`config.mk`:
```
export PLATFORM = sky130hd
export DESIGN_NAME = instruction_fetch_stage
export DESIGN_NICKNAME = d
export VERILOG_FILES = /design/src/rtl/instruction_fetch_stage.sv
export SDC_FILE = /design/constraint.sdc
export NUM_CORES = 1
export LEC_CHECK = 0
export BUFFER_PORTS_ARGS = -buffer_cell sky130_fd_sc_hd__clkbuf_2
export CAP_MARGIN = 20
export CELL_PAD_IN_SITES_DETAIL_PLACEMENT = 0
export CELL_PAD_IN_SITES_GLOBAL_PLACEMENT = 1
export CORE_AREA = 5 5 134 136
export DETAILED_ROUTE_END_ITERATION = 8
export DIE_AREA = 0 0 139 141
export PLACE_DENSITY = 0.89
export SLEW_MARGIN = 20
export SYNTH_ARGS = -nofsm -noshare
export SYNTH_HDL_FRONTEND = slang
export SYNTH_SLANG_ARGS = --single-unit
```
`constraint.sdc`:
```
create_clock -name Clk -period 6.25 [get_ports Clk]
set_clock_uncertainty 0.2 [all_clocks]
set_input_delay 1.25 -clock Clk [delete_from_list [all_inputs] [get_ports Clk]]
set_output_delay 1.25 -clock Clk [all_outputs]
set_load 0.03 [all_outputs]
```
`src/rtl/instruction_fetch_stage.sv`:
```
// instruction_fetch_stage: MIPS32 IF stage. Holds the PC, fetches from a
// variable-latency instruction memory, and owns the IF/ID pipeline register.
// Optional feature: define IF_DELAY_SLOT_EN for MIPS branch-delay-slot
// behaviour. Without it, a taken branch discards the in-flight/held word.
//
// Memory handshake: Imem_Req/Imem_Addr are asserted and held stable until the
// cycle in which Imem_Ready is high; that cycle delivers Imem_Rdata and
// completes the request. Imem_Req drops in HOLD and during the Reset cycle.
module instruction_fetch_stage #(
  parameter logic [31:0] RESET_PC = 32'h0000_0000,
  parameter logic [31:0] NOP_WORD = 32'h0000_0000
) (
  input  logic        Clk,
  input  logic        Reset,
  input  logic        PC_Enable,
  input  logic        IF_ID_Pipeline_Enable,
  input  logic        ID_Branch_Taken,
  input  logic [31:0] ID_Branch_Target,
  output logic        Imem_Req,
  output logic [31:0] Imem_Addr,
  input  logic        Imem_Ready,
  input  logic [31:0] Imem_Rdata,
  output logic [31:0] IF_ID_Instr,
  output logic [31:0] IF_ID_PC_Plus4,
  output logic        IF_ID_Valid,
  output logic        Fetch_Busy,
  output logic [1:0]  fsm_state
);

  typedef enum logic [1:0] {
    S_FETCH    = 2'd0,
    S_HOLD     = 2'd1,
    S_REDIRECT = 2'd2
  } state_t;

  typedef struct packed {
    logic [31:0] instr;
    logic [31:0] pc_plus4;
    logic        valid;
  } ifid_t;

  localparam ifid_t IFID_BUBBLE = '{instr: NOP_WORD, pc_plus4: 32'h0, valid: 1'b0};

  state_t      state, state_nxt;
  logic [31:0] pc, pc_nxt;
  logic [31:0] hold_buf, hold_buf_nxt;
  logic [31:0] redir_tgt, redir_tgt_nxt;
  logic        redir_flag, redir_flag_nxt;
  ifid_t       ifid_q, ifid_d;
  logic        ifid_load;

  logic [31:0] pc_plus4;
  logic [31:0] branch_tgt;
  logic        adv;
  logic        taken;

  assign pc_plus4   = pc + 32'd4;
  assign branch_tgt = ID_Branch_Target & ~32'h3;
  assign adv        = PC_Enable & IF_ID_Pipeline_Enable;
  // A branch is only acted on when ID is actually moving forward.
  assign taken      = ID_Branch_Taken & IF_ID_Pipeline_Enable;

  assign Imem_Req       = !Reset && (state != S_HOLD);
  assign Imem_Addr      = pc;
  assign Fetch_Busy     = Imem_Req & !Imem_Ready;
  assign IF_ID_Instr    = ifid_q.instr;
  assign IF_ID_PC_Plus4 = ifid_q.pc_plus4;
  assign IF_ID_Valid    = ifid_q.valid;
  assign fsm_state      = state;

  // Next-state, PC and IF/ID update decisions; ifid_d defaults to a bubble.
  always_comb begin
    state_nxt      = state;
    pc_nxt         = pc;
    hold_buf_nxt   = hold_buf;
    redir_tgt_nxt  = redir_tgt;
    redir_flag_nxt = redir_flag;
    ifid_load      = 1'b0;
    ifid_d         = IFID_BUBBLE;
    unique case (state)
      S_FETCH: begin
        if (Imem_Ready) begin
`ifdef IF_DELAY_SLOT_EN
          if (adv) begin
            // Returning word is the delay slot when a branch is taken now.
            ifid_load = 1'b1;
            ifid_d    = '{instr: Imem_Rdata, pc_plus4: pc_plus4, valid: 1'b1};
            pc_nxt    = taken ? branch_tgt : pc_plus4;
          end else begin
            hold_buf_nxt = Imem_Rdata;
            state_nxt    = S_HOLD;
            ifid_load    = IF_ID_Pipeline_Enable;
            if (taken) begin
              redir_tgt_nxt  = branch_tgt;
              redir_flag_nxt = 1'b1;
            end
          end
`else
          if (taken) begin
            pc_nxt    = branch_tgt;
            ifid_load = 1'b1;
          end else if (adv) begin
            ifid_load = 1'b1;
            ifid_d    = '{instr: Imem_Rdata, pc_plus4: pc_plus4, valid: 1'b1};
            pc_nxt    = pc_plus4;
          end else begin
            hold_buf_nxt = Imem_Rdata;
            state_nxt    = S_HOLD;
            ifid_load    = IF_ID_Pipeline_Enable;
          end
`endif
        end else begin
          // Memory still busy: bubble into ID; a taken branch must wait for
          // the current request to finish, since the address cannot change.
          ifid_load = IF_ID_Pipeline_Enable;
          if (taken) begin
            redir_tgt_nxt  = branch_tgt;
            redir_flag_nxt = 1'b1;
            state_nxt      = S_REDIRECT;
          end
        end
      end
      S_HOLD: begin
`ifdef IF_DELAY_SLOT_EN
        if (adv) begin
          ifid_load      = 1'b1;
          ifid_d         = '{instr: hold_buf, pc_plus4: pc_plus4, valid: 1'b1};
          pc_nxt         = taken ? branch_tgt : (redir_flag ? redir_tgt : pc_plus4);
          redir_flag_nxt = 1'b0;
          state_nxt      = S_FETCH;
        end else begin
          ifid_load = IF_ID_Pipeline_Enable;
          if (taken) begin
            redir_tgt_nxt  = branch_tgt;
            redir_flag_nxt = 1'b1;
          end
        end
`else
        if (taken) begin
          pc_nxt    = branch_tgt;
          ifid_load = 1'b1;
          state_nxt = S_FETCH;
        end else if (adv) begin
          ifid_load = 1'b1;
          ifid_d    = '{instr: hold_buf, pc_plus4: pc_plus4, valid: 1'b1};
          pc_nxt    = pc_plus4;
          state_nxt = S_FETCH;
        end else begin
          ifid_load = IF_ID_Pipeline_Enable;
        end
`endif
      end
      S_REDIRECT: begin
`ifdef IF_DELAY_SLOT_EN
        if (Imem_Ready && adv) begin
          ifid_load      = 1'b1;
          ifid_d         = '{instr: Imem_Rdata, pc_plus4: pc_plus4, valid: 1'b1};
          pc_nxt         = redir_tgt;
          redir_flag_nxt = 1'b0;
          state_nxt      = S_FETCH;
        end else begin
          ifid_load = IF_ID_Pipeline_Enable;
          if (Imem_Ready) begin
            hold_buf_nxt = Imem_Rdata;
            state_nxt    = S_HOLD;
          end
        end
`else
        ifid_load = IF_ID_Pipeline_Enable;
        if (Imem_Ready) begin
          pc_nxt         = redir_tgt;
          redir_flag_nxt = 1'b0;
          state_nxt      = S_FETCH;
        end
`endif
      end
      default: begin
        state_nxt = S_FETCH;
      end
    endcase
  end

  // State, PC, buffers and IF/ID register with synchronous reset.
  always_ff @(posedge Clk) begin
    if (Reset) begin
      state      <= S_FETCH;
      pc         <= RESET_PC;
      hold_buf   <= 32'h0;
      redir_tgt  <= 32'h0;
      redir_flag <= 1'b0;
      ifid_q     <= IFID_BUBBLE;
    end else begin
      state      <= state_nxt;
      pc         <= pc_nxt;
      hold_buf   <= hold_buf_nxt;
      redir_tgt  <= redir_tgt_nxt;
      redir_flag <= redir_flag_nxt;
      if (ifid_load) begin
        ifid_q <= ifid_d;
      end
    end
  end

endmodule

```
# ---- After elaboration in Yosys (flattened, before gate mapping)
# Cells that the tools add are included.
dict set report op_classes {
  add_sub_neg 1
  n_eq_ne 9
  mux 23
  bitwise_logic 6
  n_reduce_logical 9
}
# op count
set op_table {}
lappend op_table {{two-way mux 65 bit} 5}
lappend op_table {{case mux 65 bit (2 select lines)} 1}
lappend op_table {{two-way mux 32 bit} 4}
lappend op_table {{case mux 32 bit (3 select lines)} 1}
lappend op_table {{adder 32 x 3 -> 32 bit (second input constant)} 1}
lappend op_table {{two-way mux 2 bit} 7}
lappend op_table {{!= test 3 bit (second input constant)} 4}
lappend op_table {{case mux 2 bit (3 select lines)} 1}
lappend op_table {{AND reduction 3 bit} 2}
lappend op_table {{AND reduction 5 bit} 1}
lappend op_table {{!= test 2 bit (second input constant)} 2}
lappend op_table {{AND reduction 4 bit} 1}
lappend op_table {{bitwise AND 1 bit} 3}
lappend op_table {{two-way mux 1 bit} 3}
lappend op_table {{NOT 1 bit} 3}
lappend op_table {{case mux 1 bit (3 select lines)} 1}
lappend op_table {{nonzero test 3 bit} 1}
lappend op_table {{== test 2 x 1 -> 1 bit (second input constant)} 1}
lappend op_table {{== test 2 bit (second input constant)} 1}
lappend op_table {{zero test 1 bit} 2}
lappend op_table {{zero test 2 bit} 1}
lappend op_table {{!= test 2 x 1 -> 1 bit (second input constant)} 1}
lappend op_table {{logical AND 1 bit} 1}
dict set report totals {
  register_bits 161
  inputBits 70
  output_inout_bits 101
  word_cells 55
}

# ---- Longest topological paths before layout
# Gate-level depths: netlist (run 1).
dict set report depth {
  word_depth 5
  ltp_mapped 8
  depth_no_buf 6
}

# ---- Least setup slack after synthesis (run 1)
# Ideal clock, no wire load.
dict set report synth_path {
  kind {input to output}
  startpoint {in Reset}
  endpoint {out Fetch_Busy}
  arrival_ps 2508
  required_ps 4800
  slack_ps 2292
  stages 4
  n_path_buf 3
  path_cell_list {clkbuf_1 > clkbuf_1 > clkbuf_1 > nor3_1}
}
dict set report synth_between {
  elab_chain_len 3
}
# element line_no
set synth_rtl {}
lappend synth_rtl {{start, declared} 14} ;# input logic Reset,
lappend synth_rtl {{zero test 1 bit} 63} ;# assign Imem_Req = !Reset && (state != S_HOLD);
lappend synth_rtl {{logical AND 1 bit} 63}
lappend synth_rtl {{bitwise AND 1 bit} 65} ;# assign Fetch_Busy = Imem_Req & !Imem_Ready;
lappend synth_rtl {{end, declared} 26} ;# output logic Fetch_Busy,
# Every way passes these cells.

# ---- Worst setup path in the final report (run 1)
# Ends and elaborated chain as after synthesis.

==> results.sh, run 1 <==
export IMPL_min_path_type="reg2reg"
export IMPL_worst_slack_ns=2.76
export IMPL_switching_share=0.268
export IMPL_outcome="finished clean"
export IMPL_grt_ovfl_total=0
export IMPL_cts_root_buf="clkbuf_16"
export IMPL_synthArstFlopShare=0
export IMPL_syn_area_per_cell_um2=8.01
export IMPL_route_detailed_drc=0
export IMPL_rsz0062_at_grt="no"
export IMPL_yosys_most_used_dff="dfxtp_1"
export IMPL_power_density_nw_per_um2=280
export IMPL_diodes=0
export IMPL_regArea_um2=3160
export IMPL_cts_num_sinks=158
export IMPL_startpoint_type="input port"
export IMPL_drt_wl_total_mm=21.2
export IMPL_finalNetCount=1053
export IMPL_p_sw_w=0.000629
export IMPL_die_w_um=139
export IMPL_post_cts_setup_buffer_count=0
export IMPL_pre_cts_slack_ns=2.54
export IMPL_synth_seq_cells=158
export IMPL_postCtsHoldBufs=0
export IMPL_grt_use_total=0.211
export IMPL_fin_cells=1220
export IMPL_placeableCoreArea_um2=16800
export IMPL_hold_viol_final=0
export IMPL_io_buffers=166
export IMPL_synth_top_cell_area_share=0.460
export IMPL_final_common_cell="clkbuf_2"
export IMPL_detail_route_wl_per_cell_um=17.4
export IMPL_num_vias=6803
export IMPL_p_comb_frac=0.111
export IMPL_fp_dieH_um=141
export IMPL_min_period_ns=3.49
export IMPL_setup_tns_ns=0
export IMPL_area_growth_pct=21.6
export IMPL_slew_headroom=0.338
export IMPL_netlist_area_um2=6880
export IMPL_drv_cap=0
export IMPL_clkPwrFrac=0.427
export IMPL_fp_dieArea_um2=19600
export IMPL_cp_end_kind="primary output"
export IMPL_nFillCells=1699
export IMPL_drt_initial_drc_count=512
export IMPL_grt_pass1_vias=6532
export IMPL_vdd_drop_max_mv=0.194
export IMPL_grt_pass1_wl_mm=33.9
export IMPL_cts_repair_resized=0
export IMPL_power_w=0.00235
export IMPL_max_slew_worst_pin_slew_ns=0.991
export IMPL_fmax_mhz=286
export IMPL_setup_viol=0
export IMPL_clk_pin_slew_ns=0.06
export IMPL_min_period_over_period=0.559
export IMPL_required_ns=4.80
export IMPL_start_util=0.409
export IMPL_h_tree_depth=4
export IMPL_drive_above_1_share=0.226
export IMPL_p_int_w=0.00172
export IMPL_gp_routability_congestion=0.836
export IMPL_layout_common_cells="165 x clkbuf_2, 164 x nand2_1, 158 x dfxtp_1"
export IMPL_yosysWarningCount=0
export IMPL_slew_viol_final=0
export IMPL_dp_cells=1188
export IMPL_worst_setup_path_type="in2out"
export IMPL_vias_per_cell=5.58
export IMPL_clock_latency_ns=0.42
export IMPL_synth_edff_count=0
export IMPL_leakagePower_nw=3.25
export IMPL_hpwl_mm=13.8
export IMPL_synthCells=859
export IMPL_synthTopCellsByArea="dfxtp_1 46%, nand2_1 9.0%, a21oi_1 8.0%"
export IMPL_cp_max_fo=49
export IMPL_grt_antenna_before_repair=3
export IMPL_drtPass1Iterations=7
export IMPL_ios=171
export IMPL_cts_tree="built"
export IMPL_yosys_cell_types_count=61
export IMPL_p_seq_frac=0.462
export IMPL_ant_nets=0
export IMPL_multiInputGateArea_um2=3410
export IMPL_clk_path_buf_depth=2
export IMPL_cts_buffers=17
export IMPL_netlist_top_cell_by_area="dfxtp_1"
export IMPL_grt_max_degree=87
export IMPL_seq_area_frac_synth=0.460
export IMPL_rows=48
export IMPL_cp_arrival_ns=2.04
-- final timing paths --
kind / start / to / slack (ns) / depth (start not counted)
min reg2reg: IF_ID_PC_Plus4[31]$_SDFFE_PP0P_ / IF_ID_PC_Plus4[31]$_SDFFE_PP0P_ / 0.25 / 2
max: Reset / Fetch_Busy / 2.76 / 3
min: IF_ID_PC_Plus4[31]$_SDFFE_PP0P_ / IF_ID_PC_Plus4[31]$_SDFFE_PP0P_ / 0.25 / 2
max reg2reg: Imem_Addr[2]$_SDFFE_PP0P_ / Imem_Addr[24]$_SDFFE_PP0P_ / 3.39 / 6
-- power by group through the flow --
stage	Clock [W]	Combinational, W	Sequential (W)
final	0.00100	0.000261	0.00108
after global routing	0.00107	0.000287	0.00109
after CTS	0.00103	0.000262	0.00108
after detailed placement	0	0.000261	0.00111
after global placement	0	0.000259	0.00111
after floorplan	0	0.000141	0.00113
-- Yosys cell counts (all sizes together), types with 9 or more instances --
library cell,instances
a222oi,32
nand2,165
buf,15
a21oi,110
nand4,9
nand3,18
xnor2,16
o21ai,54
dfxtp,158
nor4,13
clkbuf,60
nor3,15
nor2,76
a22oi,12
-- flip-flops by register name (all words and copies together) (netlist names) --
register        flops
IF_ID_Instr        32
hold_buf           32
IF_ID_PC_Plus4     31
Imem_Addr          30
redir_tgt          30
fsm_state           2
IF_ID_Valid         1
-- cell families (layout without fill, tap and decap cells) --
logic type               after synthesis  count (layout)  share of synthesized area
adder cells (fa/ha/maj)                1               1                    0.00182
multiplexers                           3               3                    0.00437
buffers and inverters                 83             218                     0.0484
AND/OR/NAND/NOR                      329             329                      0.215
XOR/XNOR                              23              23                     0.0293
flip-flops                           158             158                      0.460
other                                  1               2                   0.000545
AO/OA/AOI/OAI                        261             261                      0.241
-- cell type report --
cell class,instances,area share
Sequential cell,158,0.378
Multi-Input combinational cell,619,0.407
Clock inverter,9,0.0136
Clock buffer,23,0.0535
Inverter,8,0.00359
Tap cell,225,0.0336
Timing Repair Buffer,178,0.110
-- metrics by stage --
step / utilization / area, um2 / hold slack (ns)
3_3_place_gp: 0.464 / 7810 / 0.232
5_1_grt: 0.498 / 8370 / 0.271
3_5_place_dp: 0.464 / 7810 / 0.238
4_1_cts: 0.498 / 8370 / 0.247
6_report: 0.498 / 8370 / 0.245
2_1_floorplan: - / 6880 / 0.232
-- layer usage --
| metal | vias up | wire length (um) | track usage |
|---|---|---|---|
| met2 | 230 | 10300 | 0.373 |
| met5 | - | 34 | 0 |
| met3 | 29 | 1770 | 0.0753 |
| li1 | 3311 | - | - |
| met1 | 3227 | 8800 | 0.247 |
| met4 | 6 | 282 | 0.0494 |
-- critical path, stage by stage --
cell,delay [ns]
buf_4,0.45
nor3_1,0.10
clkbuf_2,0.21
(Power assumes the default switching activity.)
==> run 2, diff against run 1 <==
CORE_AREA = 5 5 139 141   (was 5 5 134 136)
DIE_AREA = 0 0 144 146   (was 0 0 139 141)
PLACE_DENSITY = 0.84   (was 0.89)
clock period = 3.39 ns   (was 6.25 ns; I/O delays follow)
==> run 2 against run 1 <==
Compared with the run above: combinational power is 91% higher; clock-buffer cell count fell by 6; setup slack got worse by 2.2 ns; register-to-register slack got worse by 2.8 ns; critical endpoint is now Imem_Addr[24]$_SDFFE_PP0P_; highest routed layer is now met4.
==> results.sh, run 2 (synthesis gave the netlist of run 1 again) <==
export IMPL_startpoint_type="register"
export IMPL_cts_buffers=17
export IMPL_required_ns=3.53
export IMPL_fin_util=0.476
export IMPL_layout_common_cells="165 x nand2_1, 165 x clkbuf_2, 158 x dfxtp_1"
export IMPL_num_vias=6762
export IMPL_post_cts_setup_buffer_count=0
export IMPL_clk_path_buf_depth=2
export IMPL_start_util=0.386
export IMPL_diodes=0
export IMPL_min_period_over_period=0.830
export IMPL_min_path_type="reg2reg"
export IMPL_fp_dieArea_um2=21000
export IMPL_ios=171
export IMPL_postCtsHoldBufs=0
export IMPL_drt_initial_drc_count=605
export IMPL_cts_num_sinks=158
export IMPL_grt_max_degree=53
export IMPL_outcome="finished clean"
export IMPL_cts_repair_resized=0
export IMPL_setup_viol=0
export IMPL_slew_viol_final=0
export IMPL_detail_route_wl_per_cell_um=17.5
export IMPL_cts_tree="built"
export IMPL_worst_setup_path_type="reg2reg"
export IMPL_hpwl_mm=14.9
export IMPL_cp_end_kind="register"
export IMPL_final_area_um2=8500
export IMPL_clk_pin_slew_ns=0.07
export IMPL_drv_cap=0
export IMPL_grt_use_total=0.201
export IMPL_slew_headroom=0.380
export IMPL_hold_viol_final=0
export IMPL_min_period_ns=2.82
export IMPL_drtPass1Iterations=6
export IMPL_clock_latency_ns=0.43
export IMPL_die_w_um=144
export IMPL_cp_max_fo=11
export IMPL_area_growth_pct=23.5
export IMPL_io_buffers=166
export IMPL_vias_per_cell=5.47
export IMPL_grt_ovfl_total=0
export IMPL_cp_arrival_ns=2.95
export IMPL_nFillCells=1747
export IMPL_cts_root_buf="clkbuf_16"
export IMPL_ant_nets=0
export IMPL_placed_cell_area_um2=7910
export IMPL_placeableCoreArea_um2=17800
export IMPL_power_density_nw_per_um2=517
export IMPL_rows=49
export IMPL_rsz0062_at_grt="no"
export IMPL_drive_above_1_share=0.240
export IMPL_grt_pass1_wl_mm=33.9
export IMPL_fmax_mhz=355
export IMPL_finalNetCount=1065
export IMPL_vdd_drop_max_mv=0.375
export IMPL_drt_wl_total_mm=21.6
export IMPL_leakagePower_nw=3.34
export IMPL_setup_tns_ns=0
export IMPL_max_slew_worst_pin_slew_ns=0.929
export IMPL_fp_dieH_um=146
export IMPL_h_tree_depth=4
export IMPL_gp_routability_congestion=0.842
export IMPL_grt_antenna_before_repair=0
export IMPL_route_detailed_drc=0
export IMPL_grt_pass1_vias=6386
run 2: metal layers:
| layer | wire length, um | vias to the layer above | GRT usage |
|---|---|---|---|
| li1 | - | 3336 | - |
| met1 | 9000 | 3161 | 0.256 |
| met4 | 378 | 0 | 0.0631 |
| met2 | 10400 | 239 | 0.323 |
| met5 | 0 | - | 0 |
| met3 | 1790 | 26 | 0.0618 |
run 2: power by group:
part | switching [W] | internal (W) | total [W]
logic | 0.000331 | 0.000167 | 0.000498
clock network | 0.000902 | 0.000991 | 0.00189
registers | 0.0000747 | 0.00192 | 0.00200
run 2: metrics by stage:
step / power [W] / setup WS [ns] / std cells / hold slack (ns)
finish: 0.00439 / 0.575 / 1236 / 0.252
global route: 0.00457 / 0.457 / 1236 / 0.269
CTS: 0.00443 / 0.596 / 1236 / 0.253
detailed placement: 0.00254 / 0.611 / 1204 / 0.244
global placement: 0.00253 / 0.761 / 1204 / 0.236
floorplan: 0.00234 / 0.576 / 860 / 0.232
run 2: layout make-up:
cell class / instances / area [um2] / share of cell area
sequential: 158 / 3160 / 0.372
clock inverter: 15 / 161 / 0.0190
clock buffer: 17 / 425 / 0.0501
inverter: 8 / 30.0 / 0.00353
timing repair buffer: 190 / 1030 / 0.121
multi-input combinational: 619 / 3410 / 0.401
tap: 229 / 287 / 0.0337
run 2: critical path, stage by stage, from the launching register on:
cell and delay [ns]:
dfxtp_1 0.46, ha_1 0.23, nand3_1 0.40, nor3_1 0.68, nand2_1 0.25, o31a_1 0.30, o32ai_1 0.20
run 2: worst paths after layout:
| path | depth (start not counted) | endpoint | start | slack (ns) |
|---|---|---|---|---|
| worst min-delay path | 2 | IF_ID_PC_Plus4[20]$_SDFFE_PP0P_ | IF_ID_PC_Plus4[20]$_SDFFE_PP0P_ | 0.25 |
| worst max-delay path | 6 | Imem_Addr[24]$_SDFFE_PP0P_ | Imem_Addr[2]$_SDFFE_PP0P_ | 0.57 |
| worst min register to register | 2 | IF_ID_PC_Plus4[20]$_SDFFE_PP0P_ | IF_ID_PC_Plus4[20]$_SDFFE_PP0P_ | 0.25 |
| worst max register to register | 6 | Imem_Addr[24]$_SDFFE_PP0P_ | Imem_Addr[2]$_SDFFE_PP0P_ | 0.57 |
==> run 3, diff against run 2 <==
CORE_AREA = 5 5 147 149   (was 5 5 139 141)
DIE_AREA = 0 0 152 154   (was 0 0 144 146)
PLACE_DENSITY = 0.79   (was 0.84)
clock period = 2.37 ns   (was 3.39 ns; I/O delays follow)
==> run 3 against run 2 <==
Compared with the run above: non-clock buffer count increased by 37; design area is 4.7% higher; setup slack got worse by 0.38 ns; cell count rose by 6.3%; die area rose by 11%; critical path depth shrank 1.
==> results.sh, run 3 (synthesis gave the netlist of run 1 again) <==
export IMPL_outcome="finished clean"
export IMPL_grt_pass1_wl_mm=35.6
export IMPL_layout_common_cells="165 x nand2_1, 165 x clkbuf_2, 158 x dfxtp_1"
export IMPL_drive_above_1_share=0.271
export IMPL_slowest_stage="or3_1"
export IMPL_drv_cap=0
export IMPL_required_ns=2.47
export IMPL_rr_worst_depth=5
export IMPL_setup_tns_ns=0
export IMPL_route_detailed_drc=0
export IMPL_regArea_um2=3160
export IMPL_start_util=0.343
export IMPL_hpwl_mm=15.7
export IMPL_clk_path_buf_depth=2
export IMPL_fp_dieArea_um2=23400
export IMPL_setup_viol=0
export IMPL_cp_cell_sequence="nand4_2, or3_1, nor4_2, or3_1, o2111ai_1"
export IMPL_worst_setup_path_type="reg2reg"
export IMPL_worst_slack_ns=0.192
export IMPL_cts_num_sinks=158
export IMPL_cts_tree="built"
export IMPL_slew_headroom=0.618
export IMPL_postCtsHoldBufs=0
export IMPL_min_period_over_period=0.919
export IMPL_critPathBufInv=0
export IMPL_leakagePower_nw=3.55
export IMPL_cts_buffers=17
export IMPL_nFillCells=2088
export IMPL_post_cts_setup_buffer_count=0
export IMPL_rsz0062_at_grt="no"
export IMPL_ios=171
export IMPL_max_stage_delay_ns=0.59
export IMPL_area_growth_pct=29.3
export IMPL_fp_dieH_um=154
export IMPL_grt_max_degree=49
export IMPL_num_vias=6949
export IMPL_cts_root_buf="clkbuf_16"
export IMPL_gp_routability_congestion=0.852
export IMPL_holdPathStages=3
export IMPL_grt_use_total=0.187
export IMPL_grt_ovfl_total=0
export IMPL_drt_initial_drc_count=608
export IMPL_power_density_nw_per_um2=715
export IMPL_power_w=0.00636
export IMPL_multiInputGateArea_um2=3430
export IMPL_die_w_um=152
export IMPL_cts_repair_resized=0
export IMPL_io_buffers=166
export IMPL_clock_latency_ns=0.43
export IMPL_fmax_mhz=459
export IMPL_placeableCoreArea_um2=20000
export IMPL_reg2reg_slack_ns=0.19
export IMPL_ant_nets=0
export IMPL_vdd_drop_max_mv=0.466
export IMPL_path_common_cell="or3_1"
export IMPL_slew_viol_final=0
export IMPL_min_path_type="in2reg"
export IMPL_startpoint_type="register"
export IMPL_crit_family="simple AND/OR/NAND/NOR gates"
export IMPL_hold_viol_final=0
export IMPL_finalNetCount=1102
export IMPL_max_slew_worst_pin_slew_ns=0.573
export IMPL_rows=52
export IMPL_min_period_ns=2.18
export IMPL_cp_max_fo=7
export IMPL_diodes=0
export IMPL_cp_end_kind="register"
export IMPL_pre_cts_slack_ns=0.105
export IMPL_worstSetupPathDepth=5
export IMPL_clk_pin_slew_ns=0.08
export IMPL_drt_wl_total_mm=22.5
export IMPL_drtPass1Iterations=6
export IMPL_grt_pass1_vias=6547
export IMPL_grt_antenna_before_repair=0
export IMPL_vias_per_cell=5.29
export IMPL_cp_arrival_ns=2.27
export IMPL_h_tree_depth=4
export IMPL_detail_route_wl_per_cell_um=17.1
==> run 3: cell type report <==
| type | instances | area share |
|---|---|---|
| clock inverters | 15 | 0.0179 |
| flip-flops and latches | 158 | 0.356 |
| inverters | 8 | 0.00338 |
| well taps | 270 | 0.0380 |
| multi-input cells | 619 | 0.385 |
| clock buffers | 17 | 0.0478 |
| repair buffers | 227 | 0.152 |
==> run 3: worst reg2reg max path: stages, from the launching register on <==
cell and delay [ns]:
dfxtp_1 0.42, nand4_2 0.18, or3_1 0.59, nor4_2 0.39, or3_1 0.18, o2111ai_1 0.10
==> run 3: layer usage <==
layer	GRT usage	share of wire	vias to the layer above	wire, um
li1	-	-	3413	-
met1	0.242	0.44	3290	9870
met2	0.305	0.48	222	10800
met3	0.0509	0.065	24	1450
met4	0.0535	0.015	0	342
met5	0	0	-	0
==> run 3: through the flow <==
stage | hold WS [ns] | cell area, um2 | instances | util
floorplan | 0.232 | 6890 | 860 | -
CTS | 0.0455 | 8880 | 1314 | 0.443
detailed placement | 0.244 | 8300 | 1282 | 0.414
global placement | 0.237 | 8300 | 1282 | 0.414
global route | 0.0526 | 8900 | 1314 | 0.444
finish | 0.0646 | 8900 | 1314 | 0.444
==> run 3: path summary, 6_finish.rpt <==
| kind | from | endpoint |
|---|---|---|
| max | Imem_Addr[8]$_SDFFE_PP0P_ | Imem_Addr[29]$_SDFFE_PP0P_ |
| min | Imem_Rdata[17] | hold_buf[17]$_SDFFE_PP0P_ |
| max reg2reg | Imem_Addr[8]$_SDFFE_PP0P_ | Imem_Addr[29]$_SDFFE_PP0P_ |
| min reg2reg | redir_tgt[11]$_SDFFE_PP0P_ | redir_tgt[11]$_SDFFE_PP0P_ |
==> run 3: power by group <==
group,internal [W],switching (W),leakage [nW]
clock network,0.00142,0.00131,0.284
registers,0.00275,0.0000636,1.28
logic,0.000288,0.000529,1.98
total,0.00446,0.00190,3.55
